[config.mk]
export PLATFORM = sky130hd
export DESIGN_NAME = _tree_encoder_pipe
export DESIGN_NICKNAME = d
export VERILOG_FILES = /design/src/rtl/_tree_encoder_pipe_pkg.sv /design/src/rtl/_tree_encoder_pipe_stage.sv /design/src/rtl/_tree_encoder_pipe.sv
export SDC_FILE = /design/constraint.sdc
export NUM_CORES = 1
export LEC_CHECK = 0
export ABC_AREA = 1
export CAP_MARGIN = 40
export CORE_UTILIZATION = 53
export DETAILED_ROUTE_END_ITERATION = 10
export HOLD_SLACK_MARGIN = 0.06
export PLACE_DENSITY = 0.81
export SLEW_MARGIN = 30
export SYNTH_ARGS = -nofsm -noshare
export SYNTH_HDL_FRONTEND = slang
export SYNTH_SLANG_ARGS = --single-unit
[constraint.sdc]
create_clock -name clk -period 2 [get_ports clk]
set_clock_uncertainty 0.2 [all_clocks]
set_input_delay 0.6 -clock clk [delete_from_list [all_inputs] [get_ports clk]]
set_output_delay 0.6 -clock clk [all_outputs]
set_load 0.03 [all_outputs]
[src/rtl/_tree_encoder_pipe_pkg.sv]
// Shared helpers for the pipelined tree priority encoder: max macro and
// the level count used to size the index and the pipeline depth.
`ifndef MAX
`define MAX(a, b) (((a) > (b)) ? (a) : (b))
`endif

package _tree_encoder_pipe_pkg;

    // Number of tree levels (= index width = stages) for a w-bit request vector.
    function automatic int enc_levels(int w);
        int n;
        int l;
        n = `MAX(w, 2);
        l = 0;
        while ((1 << l) < n) l++;
        return l;
    endfunction

endpackage

[src/rtl/_tree_encoder_pipe_stage.sv]
// One tree level: combines node pairs from the previous level (or passes the
// already-paired level 0 through) into a registered {valid, any, idx} stage.
module _tree_encoder_stage #(
    parameter int nodes_in = 2,
    parameter int idx_w    = 1,
    localparam int IIW     = `MAX(idx_w - 1, 1),
    localparam int NO      = (idx_w == 1) ? nodes_in : nodes_in / 2
) (
    input  logic                   clk,
    input  logic                   rst_n,
    input  logic                   in_vld,
    input  logic [nodes_in-1:0]    in_any,
    input  logic [nodes_in*IIW-1:0] in_idx,
    input  logic                   dn_ld,
    output logic                   ld,
    output logic                   vld_q,
    output logic [NO-1:0]          any_q,
    output logic [NO*idx_w-1:0]    idx_q
);

    logic [NO-1:0]       any_c;
    logic [NO*idx_w-1:0] idx_c;
    logic                vld_d;
    logic [NO-1:0]       any_d;
    logic [NO*idx_w-1:0] idx_d;

    if (idx_w == 1) begin : g_pass
        assign any_c = in_any;
        assign idx_c = in_idx;
    end else begin : g_comb
        for (genvar j = 0; j < NO; j++) begin : g_node
            logic           la, ua;
            logic [IIW-1:0] li, ui;
            assign la = in_any[2*j];
            assign ua = in_any[2*j+1];
            assign li = in_idx[2*j*IIW +: IIW];
            assign ui = in_idx[(2*j+1)*IIW +: IIW];
            assign any_c[j] = la | ua;
            // Upper prefix bit is U.any so an all-zero subtree collapses to index 0.
            assign idx_c[j*idx_w +: idx_w] = la ? {1'b0, li} : {ua, ui};
        end
    end

    assign ld = !vld_q || dn_ld;

    always_comb begin
        vld_d = vld_q;
        any_d = any_q;
        idx_d = idx_q;
        if (ld) begin
            vld_d = in_vld;
            if (in_vld) begin
                any_d = any_c;
                idx_d = idx_c;
            end
        end
    end

    always_ff @(posedge clk or negedge rst_n) begin
        if (!rst_n) begin
            vld_q <= 1'b0;
            any_q <= '0;
            idx_q <= '0;
        end else begin
            vld_q <= vld_d;
            any_q <= any_d;
            idx_q <= idx_d;
        end
    end

endmodule

[src/rtl/_tree_encoder_pipe.sv]
// Pipelined binary-tree priority encoder: index of the lowest set bit plus an
// any flag, one register stage per tree level, valid/ready on both ends.
module _tree_encoder_pipe
    import _tree_encoder_pipe_pkg::*;
#(
    parameter int input_width = 8,
    localparam int IW         = enc_levels(input_width),
    localparam int PW         = 1 << IW
) (
    input  logic                   clk,
    input  logic                   rst_n,
    input  logic [input_width-1:0] in,
    input  logic                   in_valid,
    output logic                   in_ready,
    output logic [IW-1:0]          out,
    output logic                   any,
    output logic                   out_valid,
    input  logic                   out_ready
);

    logic [PW-1:0] in_pad;
    logic [IW:0]   ld;

    always_comb begin
        in_pad = '0;
        in_pad[input_width-1:0] = in;
    end

    assign ld[IW] = out_ready;

    for (genvar k = 0; k < IW; k++) begin : g_lvl
        localparam int NI = (k == 0) ? PW / 2 : (PW >> k);
        localparam int NO = (k == 0) ? NI : NI / 2;
        localparam int OW = k + 1;

        logic               vld_q;
        logic [NO-1:0]      any_q;
        logic [NO*OW-1:0]   idx_q;

        if (k == 0) begin : g_src
            logic [NI-1:0] p_any;
            logic [NI-1:0] p_idx;

            always_comb begin
                for (int j = 0; j < NI; j++) begin
                    p_any[j] = in_pad[2*j] | in_pad[2*j+1];
                    p_idx[j] = ~in_pad[2*j] & in_pad[2*j+1];
                end
            end

            _tree_encoder_stage #(.nodes_in(NI), .idx_w(1)) u_stage (
                .clk    (clk),
                .rst_n  (rst_n),
                .in_vld (in_valid),
                .in_any (p_any),
                .in_idx (p_idx),
                .dn_ld  (ld[k+1]),
                .ld     (ld[k]),
                .vld_q  (vld_q),
                .any_q  (any_q),
                .idx_q  (idx_q)
            );
        end else begin : g_src
            _tree_encoder_stage #(.nodes_in(NI), .idx_w(OW)) u_stage (
                .clk    (clk),
                .rst_n  (rst_n),
                .in_vld (g_lvl[k-1].vld_q),
                .in_any (g_lvl[k-1].any_q),
                .in_idx (g_lvl[k-1].idx_q),
                .dn_ld  (ld[k+1]),
                .ld     (ld[k]),
                .vld_q  (vld_q),
                .any_q  (any_q),
                .idx_q  (idx_q)
            );
        end
    end

    assign in_ready  = ld[0];
    assign out_valid = g_lvl[IW-1].vld_q;
    assign any       = g_lvl[IW-1].any_q[0];
    assign out       = g_lvl[IW-1].idx_q;

endmodule

== Yosys cells after proc, flatten, opt, wreduce, memory -nomap -nowiden ==
Index checks and enable logic that the tools add are counted.
Word-level totals
  output and inout port bits: 6
  input port bits: 12
  bits in registers: 21
  logic and storage cells: 36
Cells by class
  mux-type cells: 3
  bitwise gates (word level): 15
  reductions and logical operators: 9
Operator list (number)
  bitwise OR 1 bit: 7
  AND reduction 2 bit: 3
  AND 1 bit: 4
  two-way mux 2 bit: 2
  inverter 1 bit: 4
  logical NOT 1 bit: 3
  logical OR 1 bit: 3
  two-way mux 3 bit: 1

== Depth between registers and ports, before layout ==
Gate-level depths: netlist (run 1).
  word-level depth: 5
  depth in mapped cells: 6
  gate-level depth less buffers: 6

== By module ==
A second synthesis (run 1) with hierarchy kept.
Unflattened totals
  cells, all modules: 133
  area, all modules: 997.2 um^2
Modules (own cells, without submodules)
  _tree_encoder_stage (g_lvl[0].g_src.u_stage): sequential area each 225.2 um^2, instances 1, cells an instance 39, area an instance 367.9 um^2
  _tree_encoder_stage (g_lvl[1].g_src.u_stage): sequential area each 175.2 um^2, instances 1, cells an instance 45, area an instance 326.6 um^2
  _tree_encoder_stage (g_lvl[2].g_src.u_stage): sequential area each 125.1 um^2, instances 1, cells an instance 33, area an instance 242.7 um^2
  _tree_encoder_pipe: sequential area each 0.0 um^2, instances 1, cells an instance 16, area an instance 60.1 um^2

== Worst setup path before layout (run 1) ==
No wires, ideal clock.
  path type: in2out
  start: input out_ready
  end: output in_ready
  stages on the path: 3
  path slack: 0.186 ns
  arrival time: 1.014 ns
  required time: 1.200 ns
  buffers on the path: 1
  cells stage by stage: inv_1 nand4_2 buf_4
On the way
  word-level cells in the longest chain between the ends: 3
Ends and longest elaborated chain
  start: declaration: RTL line _tree_encoder_pipe.sv:18  | input logic out_ready
  logical OR 1 bit (3 in a row): RTL line _tree_encoder_pipe_stage.sv:44  | assign ld = !vld_q || dn_ld;
  end: declaration: RTL line _tree_encoder_pipe.sv:14  | output logic in_ready,
Every way passes these cells.

== Worst setup path in the final report (run 1) ==
Same ends and word-level chain as after synthesis.

==> results.txt, run 1 <==
----------------------------------------------------
[Run status]
  Status ... completed

[Route]
  Count of routing violations after the opening detailed-route iteration ... 7
  Vias per inst ... about 4.7
  Wire length the detailed router placed on met1 ... 630 um
  Routed length per placed instance ... 9.25 um
  Number of nets with antenna violations after detailed routing ... 0
  DR WL met2 ... around 800 um
  Met3 wire length ... between 60 and 70 um
  Number of vias after detailed routing ... a little under 800
  Number of remaining DRC errors ... 0
  Overall routed net length ... approximately 1500 um
  Highest routed metal layer ... met4
  Length of the first detailed-routing pass in iterations ... 4

[Yosys]
  Async set-reset flop share out of synthesis ... 100%
  Number of enable flip-flop cells after synthesis ... 0
  Area contributors post-synth ... sky130_fd_sc_hd__dfrtp_1 55%, sky130_fd_sc_hd__nand2_1 20%, sky130_fd_sc_hd__inv_1 4.3%
  Mean cell area of the mapped netlist ... around 8.1 um2
  Most frequent cell after synthesis ... sky130_fd_sc_hd__nand2_1
  Register area share after synthesis ... a little under three fifths
  Syn_nets ... roughly 130
  Flip-flop and latch count after synthesis ... 21
  Post-synthesis cell count ... between 100 and 150
  Area leader, netlist ... sky130_fd_sc_hd__dfrtp_1
  Synth top area share ... 55.2%
  Ys flop type ... sky130_fd_sc_hd__dfrtp_1
  Warning count from the yosys run ... 0
  Post-synth cell types ... 16
  Post-Syn Area ... 952 um2
  Most used standard cells in the synthesized netlist ... 50 x sky130_fd_sc_hd__nand2_1, 21 x sky130_fd_sc_hd__dfrtp_1, 11 x sky130_fd_sc_hd__inv_1

[Floorplan]
  Number of top-level pins ... 18
  Initial Util ... between 50% and 60%
  Height of the chip ... about 44 um
  Core outline area ... about 0.0016 mm2
  Die area ... ~0.002 mm2
  Total number of placement rows ... 14
  Die X-Extent ... between 40 and 50 um

[Power and ir drop]
  Worst vdd ir ... ~650 uV
  Leakage power figure ... between 0.0006 and 0.0007 uW
  Power per cell area ... roughly 1000 mW/mm2
  Sequential cell fraction of total power ... between 50% and 60%
  Switching portion of total power ... about 37%
  Relative contribution of combinational cells to total power ... roughly a third
  Clock network fraction of design power ... between 15 and 20%
  Internal power ... 784 uW
  Total net switching power ... about 450 uW

[Global routing]
  Number of global-route vias before repair ... between 700 and 800
  Antenna violations before repair ... 0
  Overflow after GRT ... 0
  Overall Global Routing Usage ... 19.9%
  Maximum number of pins on one net before global-route repair ... 22
  Global-route wire length before repair ... around 2800 um

[STA]
  Worst slew slack as a fraction of its limit ... between 80% and 90%
  Setup Total Neg Slack ... 0 ps
  Actual slew at the worst max-slew pin ... between 200 and 300 ps
  Final count of negative-setup-slack endpoints ... 0
  Final count of hold timing violations ... 0
  RSZ-0062 raised after global routing ... false
  Shortest clock period the worst path allows after layout ... 1960 ps
  Final hold slack ... approximately 280 ps
  Worst setup slack after layout ... 38.8 ps
  Count of final max-slew check failures ... 0
  Post-route fraction of the period consumed by the critical path ... between 90 and 100%
  Maximum clock frequency ... a little over 500 MHz

[Clock tree]
  Hold buffers post-CTS ... 0
  CTS H-tree lvls ... 1
  Clock transition at the registers of the reported paths ... between 100 and 150 ps
  Maximum number of buffers from clock root to sink ... 2
  Number of buffers inserted during clock tree synthesis ... 3
  Clock tree from TritonCTS ... done
  Clock insertion delay at the later pin of the skew report ... 290 ps
  Root Driver ... sky130_fd_sc_hd__clkbuf_4
  Clock sinks ... 21

[Cells and area]
  Number of nets in the finished design ... 154
  Multi-input gate area ... approximately 370 um2
  Area overhead of the layout relative to synthesis ... 26.3%
  N_diodes ... 0
  Total area of sequential cells ... 526 um2
  Finished Layout Cells ... 165
  # fillers ... ~130
  Fraction of final layout cells with drive strength greater than 1 ... 13.5%

[Place]
  Placed Cells incl. Taps ... between 150 and 200
  Final estimated routing congestion in global placement ... 0.747
  Setup Slack @ Placement ... -199 ps
  Input/output buffers ... 17
  HPWL Detailed ... about 1200 um

[Flow run]
  Max_cap viols ... 0

[Critical path]
  Largest fanout on the critical path ... 2
  Crit path required time ... around 1200 ps
  Kind of capture point of the worst setup path ... primary output
  Critical path arrival ... between 1000 and 1500 ps
  Start-to-end type of the worst setup path ... input pin to primary output
  Setup crit start kind ... input pin

[Min path]
  Worst min path class ... flip-flop to flip-flop

----------------------------------------------------
-- cell usage in the layout (no fill, tap or decap), drive strengths merged --
master	netlist	layout
a21oi	1	1
buf	3	7
clkbuf	0	4
clkdlybuf4s50	0	10
dfrtp	21	21
dlygate4sd2	0	6
inv	11	11
nand2	52	52
nand3	9	9
nand3b	1	1
nand4	1	1
nor2	7	7
o21ai	7	7
or2	4	4
-- layer usage --
layer	track usage [%]	vias to the layer above
met3	4.08	6
li1	-	408
met1	22.5	336
met5	0	-
met2	36.2	23
met4	8.48	0
-- worst max-delay path, cell delays in order --
cell                            delay (ps)
sky130_fd_sc_hd__dlygate4sd2_1         240
sky130_fd_sc_hd__inv_2                  80
sky130_fd_sc_hd__nand4_4                80
sky130_fd_sc_hd__buf_6                 160
-- cell type report --
type	instances	area share (%)
repair buffers	23	17.4
inverters	11	3.43
flip-flops and latches	21	43.7
multi-input cells	82	30.8
clock buffers	4	2.19
well taps	24	2.50
-- final timing paths --
kind | slack, ps | startpoint | cells after the start | endpoint
worst max-delay path | 40 | out_ready | 4 | in_ready
worst min-delay path | 280 | g_lvl[2].g_src.u_stage.idx_q[1] | 2 | g_lvl[2].g_src.u_stage.idx_q[1]
worst max register to register | 550 | g_lvl[2].g_src.u_stage.vld_q | 7 | g_lvl[0].g_src.u_stage.any_q[3]
worst min register to register | 280 | g_lvl[2].g_src.u_stage.idx_q[1] | 2 | g_lvl[2].g_src.u_stage.idx_q[1]
max in group asynchronous | 960 | rst_n | 2 | g_lvl[1].g_src.u_stage.any_q[0]
min in group asynchronous | 430 | rst_n | 2 | g_lvl[2].g_src.u_stage.vld_q
-- state kept, by name, indices dropped and copies added (netlist names) --
signal                     flops
g_lvl.g_src.u_stage.idx_q     11
g_lvl.g_src.u_stage.any_q      7
g_lvl.g_src.u_stage.vld_q      3
-- power by group through the flow --
stage                     clock network [uW]  logic, uW  registers (uW)
final                                    192        421             625
after global routing                     217        480             645
after CTS                                204        428             628
after detailed placement                   0        446             635
after global placement                     0        434             629
after floorplan                            0        201             708
-- repair_timing --
item / 4_1_cts / 5_1_grt
resized for setup: 9 / 0
endpoints found under the setup margin: 6 / 0
setup buffers: 1 / 0
-- cell families (layout without fill, tap and decap cells) --
| kind of cell | count (synthesis) | after routing | share of synthesized area, % |
|---|---|---|---|
| and+or+nand+nor | 74 | 74 | 33.8 |
| DFF | 21 | 21 | 55.2 |
| buffers and inverters | 14 | 38 | 6.83 |
| AOI/OAI and AO/OA | 8 | 8 | 4.20 |
-- stage by stage --
stage / instance area (um2) / power, uW / util (%)
floorplan: 952 / 909 / -
detailed placement: 1160 / 1080 / 73.0
global placement: 1160 / 1060 / 73.0
CTS: 1200 / 1260 / 75.4
global route: 1200 / 1340 / 75.4
finish: 1200 / 1240 / 75.4
(Power assumes the default switching activity.)
==> run 2, diff against run 1 <==
Settings changed: CORE_UTILIZATION 53 to 54, PLACE_DENSITY 0.81 to 0.82, SYNTH_HIERARCHICAL from default to 1.
==> results.txt, run 2 <==
----------------------------------------------------
[Run status]
  Status ... completed

[Global routing]
  Met1 track demand over resource in global routing ... 23.8% (+1.3 points)
  Antenna violations before repair ... 0 (unchanged)
  Routing usage on met2 ... 38.8% (+2.7 points)
  Overflow after GRT ... 0 (unchanged)
  Overall Global Routing Usage ... 21.1% (+1.2 points)
  Global routing's busiest layer ... met2
  Number of global-route vias before repair ... 772 (+3.5%)
  Global-route wire length before repair ... 3060 um (+7.5%)
  Met3 track demand over resource in global routing ... 3.60% (-0.48 points)
  Maximum number of pins on one net before global-route repair ... 22 (unchanged)

[Power and ir drop]
  Power per cell area ... 950 mW/mm2 (-7.8%)
  Power after layout ... 1200 uW (-3.2%)
  Leakage power figure ... 0.000738 uW (+15%)
  Worst vdd ir ... 472 uV (-27%)

[Min path]
  Worst Hold End ... g_lvl[2].g_src.u_stage/idx_q[2]
  Startpoint of the worst hold path ... g_lvl[2].g_src.u_stage/idx_q[2]
  Worst hold path cell count ... 2 (unchanged)
  Worst min path class ... flip-flop to flip-flop

[Cells and area]
  Register ranked first by flip-flop count ... g_lvl.g_src.u_stage/idx_q
  Flip-flop count of the largest register after layout ... 11 (unchanged)
  Number of nets in the finished design ... 173 (+12%)
  Share of the core filled with cells in the final layout ... 73.1% (-2.3 points)
  N_diodes ... 0 (unchanged)
  Leading cell types in the layout, fill and taps excluded ... 63 x sky130_fd_sc_hd__nand2_1, 21 x sky130_fd_sc_hd__dfrtp_1, 14 x sky130_fd_sc_hd__nand3_1
  Finished Layout Cells ... 185 (+12%)
  Registers with the highest flip-flop counts ... g_lvl.g_src.u_stage/idx_q: 11 flops, g_lvl.g_src.u_stage/any_q: 7 flops, g_lvl.g_src.u_stage/vld_q: 3 flops
  Most common library cell in the layout ignoring fill and taps ... sky130_fd_sc_hd__nand2_1
  Fraction of final layout cells with drive strength greater than 1 ... 16.3% (+2.8 points)
  # fillers ... 151 (+14%)
  Area overhead of the layout relative to synthesis ... 26.6%

[Route]
  Number of vias after detailed routing ... 866 (+12%)
  Length of the first detailed-routing pass in iterations ... 4 (unchanged)
  Count of routing violations after the opening detailed-route iteration ... 23 (+16)
  Vias per inst ... 4.68 (about the same)
  Overall routed net length ... 1810 um (+19%)
  Routed length per placed instance ... 9.79 um (+5.9%)
  Number of remaining DRC errors ... 0 (unchanged)
  Number of nets with antenna violations after detailed routing ... 0 (unchanged)

[Floorplan]
  Die X-Extent ... 45.0 um (+1.3%)
  Height of the chip ... 45.0 um (+1.3%)
  Die area ... 0.00202 mm2 (+2.7%)
  Core outline area ... 0.00173 mm2 (+8.3%)
  Initial Util ... 57.8% (-2.0 points)
  Total number of placement rows ... 15 (+1)
  Number of top-level pins ... 18 (unchanged)

[Yosys]
  Post-synthesis cell count ... 133 (+14%)
  Area leader, netlist ... sky130_fd_sc_hd__dfrtp_1
  Number of enable flip-flop cells after synthesis ... 0 (unchanged)
  Flip-flop and latch count after synthesis ... 21 (unchanged)
  Warning count from the yosys run ... 6 (+6)
  Area contributors post-synth ... sky130_fd_sc_hd__dfrtp_1 53%, sky130_fd_sc_hd__nand2_1 24%, sky130_fd_sc_hd__nand3_1 7.0%
  Ys flop type ... sky130_fd_sc_hd__dfrtp_1
  Synth top area share ... 52.7% (-2.5 points)
  Register area share after synthesis ... 52.7% (-2.5 points)
  Syn_nets ... 145 (+12%)
  Post-synth cell types ... 10 (-6)
  Async set-reset flop share out of synthesis ... 100% (unchanged)
  Post-Syn Area ... 997 um2 (+4.7%)
  Mean cell area of the mapped netlist ... 7.50 um2 (-7.9%)
  Most frequent cell after synthesis ... sky130_fd_sc_hd__nand2_1
  Most used standard cells in the synthesized netlist ... 63 x sky130_fd_sc_hd__nand2_1, 21 x sky130_fd_sc_hd__dfrtp_1, 15 x sky130_fd_sc_hd__inv_1

[Place]
  Final estimated routing congestion in global placement ... 0.750 (+0.36%)
  Placed Cells incl. Taps ... 179 (+12%)
  Input/output buffers ... 17 (unchanged)
  HPWL Detailed ... 1390 um (+14%)

[Critical path]
  Critical path arrival ... 1160 ps (about the same)
  Largest fanout on the critical path ... 2 (unchanged)
  Crit path from ... out_ready
  Kind of capture point of the worst setup path ... primary output
  Start-to-end type of the worst setup path ... input pin to primary output
  R2r worst-path depth ... 9 (+2)
  FF-to-FF setup slack ... 570 ps (+20 ps)
  Launch point of the worst reg-to-reg path ... g_lvl[2].g_src.u_stage/vld_q
  Worst reg2reg path endpoint ... g_lvl[0].g_src.u_stage/idx_q[1]
  Crit path required time ... 1200 ps (about the same)
  Setup crit start kind ... input pin

[Clock tree]
  Clock sinks ... 21 (unchanged)
  Clock insertion delay at the later pin of the skew report ... 320 ps (+30 ps)
  Root Driver ... sky130_fd_sc_hd__clkbuf_4
  Clock transition at the registers of the reported paths ... 100 ps (about the same)
  Maximum number of buffers from clock root to sink ... 2 (unchanged)
  CTS H-tree lvls ... 1 (unchanged)
  Hold buffers post-CTS ... 0 (unchanged)
  Clock tree from TritonCTS ... done
  Number of buffers inserted during clock tree synthesis ... 3 (unchanged)

[STA]
  Shortest clock period the worst path allows after layout ... 1960 ps (-0.0174 ps)
  Worst slew slack as a fraction of its limit ... 79.8% (-0.41 points)
  Maximum clock frequency ... 510 MHz (about the same)
  Setup Total Neg Slack ... 0 ps (unchanged)
  RSZ-0062 raised after global routing ... true
  Final hold slack ... 275 ps (-8.68 ps)
  Final count of hold timing violations ... 0 (unchanged)
  Final count of negative-setup-slack endpoints ... 0 (unchanged)
  Count of final max-slew check failures ... 0 (unchanged)
  Actual slew at the worst max-slew pin ... 304 ps (+6.22 ps)
  Post-route fraction of the period consumed by the critical path ... 98.1% (about the same)

[Flow run]
  Max_cap viols ... 0 (unchanged)

----------------------------------------------------
-- run 2: cell types whose count changed in the layout (fill, tap and decap cells not counted), sizes merged --
cell / before / now
nand2: 52 / 68
inv: 11 / 19
o21ai: 7 / 0
nand3: 9 / 14
or2: 4 / 0
buf: 7 / 10
a21oi: 1 / 2
clkbuf: 4 / 3
clkinv: 0 / 1
dlygate4sd2: 6 / 5
nand3b: 1 / 0
nand4: 1 / 0
-- run 2: area by class of cell --
| cell class | count | area (um2) | area share [%] |
|---|---|---|---|
| clock buffer | 3 | 22.5 | 1.78 |
| clock inverter | 1 | 5.00 | 0.396 |
| inverter | 19 | 73.8 | 5.85 |
| multi-input combinational | 91 | 378 | 29.9 |
| sequential | 21 | 526 | 41.6 |
| tap | 25 | 31.3 | 2.48 |
| timing repair buffer | 25 | 226 | 17.9 |
-- run 2: worst max-delay path: stages --
cell and delay (ps):
sky130_fd_sc_hd__buf_6 90, sky130_fd_sc_hd__inv_4 40, sky130_fd_sc_hd__nand2_2 50, sky130_fd_sc_hd__inv_2 60
sky130_fd_sc_hd__nand2_2 50, sky130_fd_sc_hd__inv_2 60, sky130_fd_sc_hd__nand2_2 50, sky130_fd_sc_hd__buf_6 150
-- run 2: how the worst max path moves through the flow --
stage                     endpoint  slack [ps]  cells past startpoint
after global routing      in_ready          -6                      6
after detailed placement  in_ready        -370                      8
after CTS                 in_ready          10                      6
after global placement    in_ready        -360                      8
after floorplan           in_ready          20                      7
final                     in_ready          40                      8
-- run 2: per-stage QoR --
step | setup slack [ps] | instance area [um2]
final | 38.8 | 1260
after global routing | -5.63 | 1260
after CTS | 11.1 | 1250
after detailed placement | -368 | 1220
after global placement | -355 | 1220
after floorplan | 19.8 | 997
-- run 2: cells by family after synthesis --
group,share of synthesized area [%]
and+or+nand+nor,36.5
AOI/OAI and AO/OA,1.38
buffers and inverters,9.41
DFF,52.7
-- run 2: routing by layer --
layer	vias up	routed length [um]
li1	450	-
met1	388	737
met2	25	978
met3	3	67
met4	0	29
met5	-	0
-- run 2: timing repair --
action,CTS,global route
resized for setup,11,2
pin swaps,0,1
setup endpoints to repair,6,1
setup buffers,1,1
-- run 2: power breakdown --
part           switching (uW)  internal, uW
clock                     131          74.9
sequential               71.8           523
combinational             243           154
total                     446           752
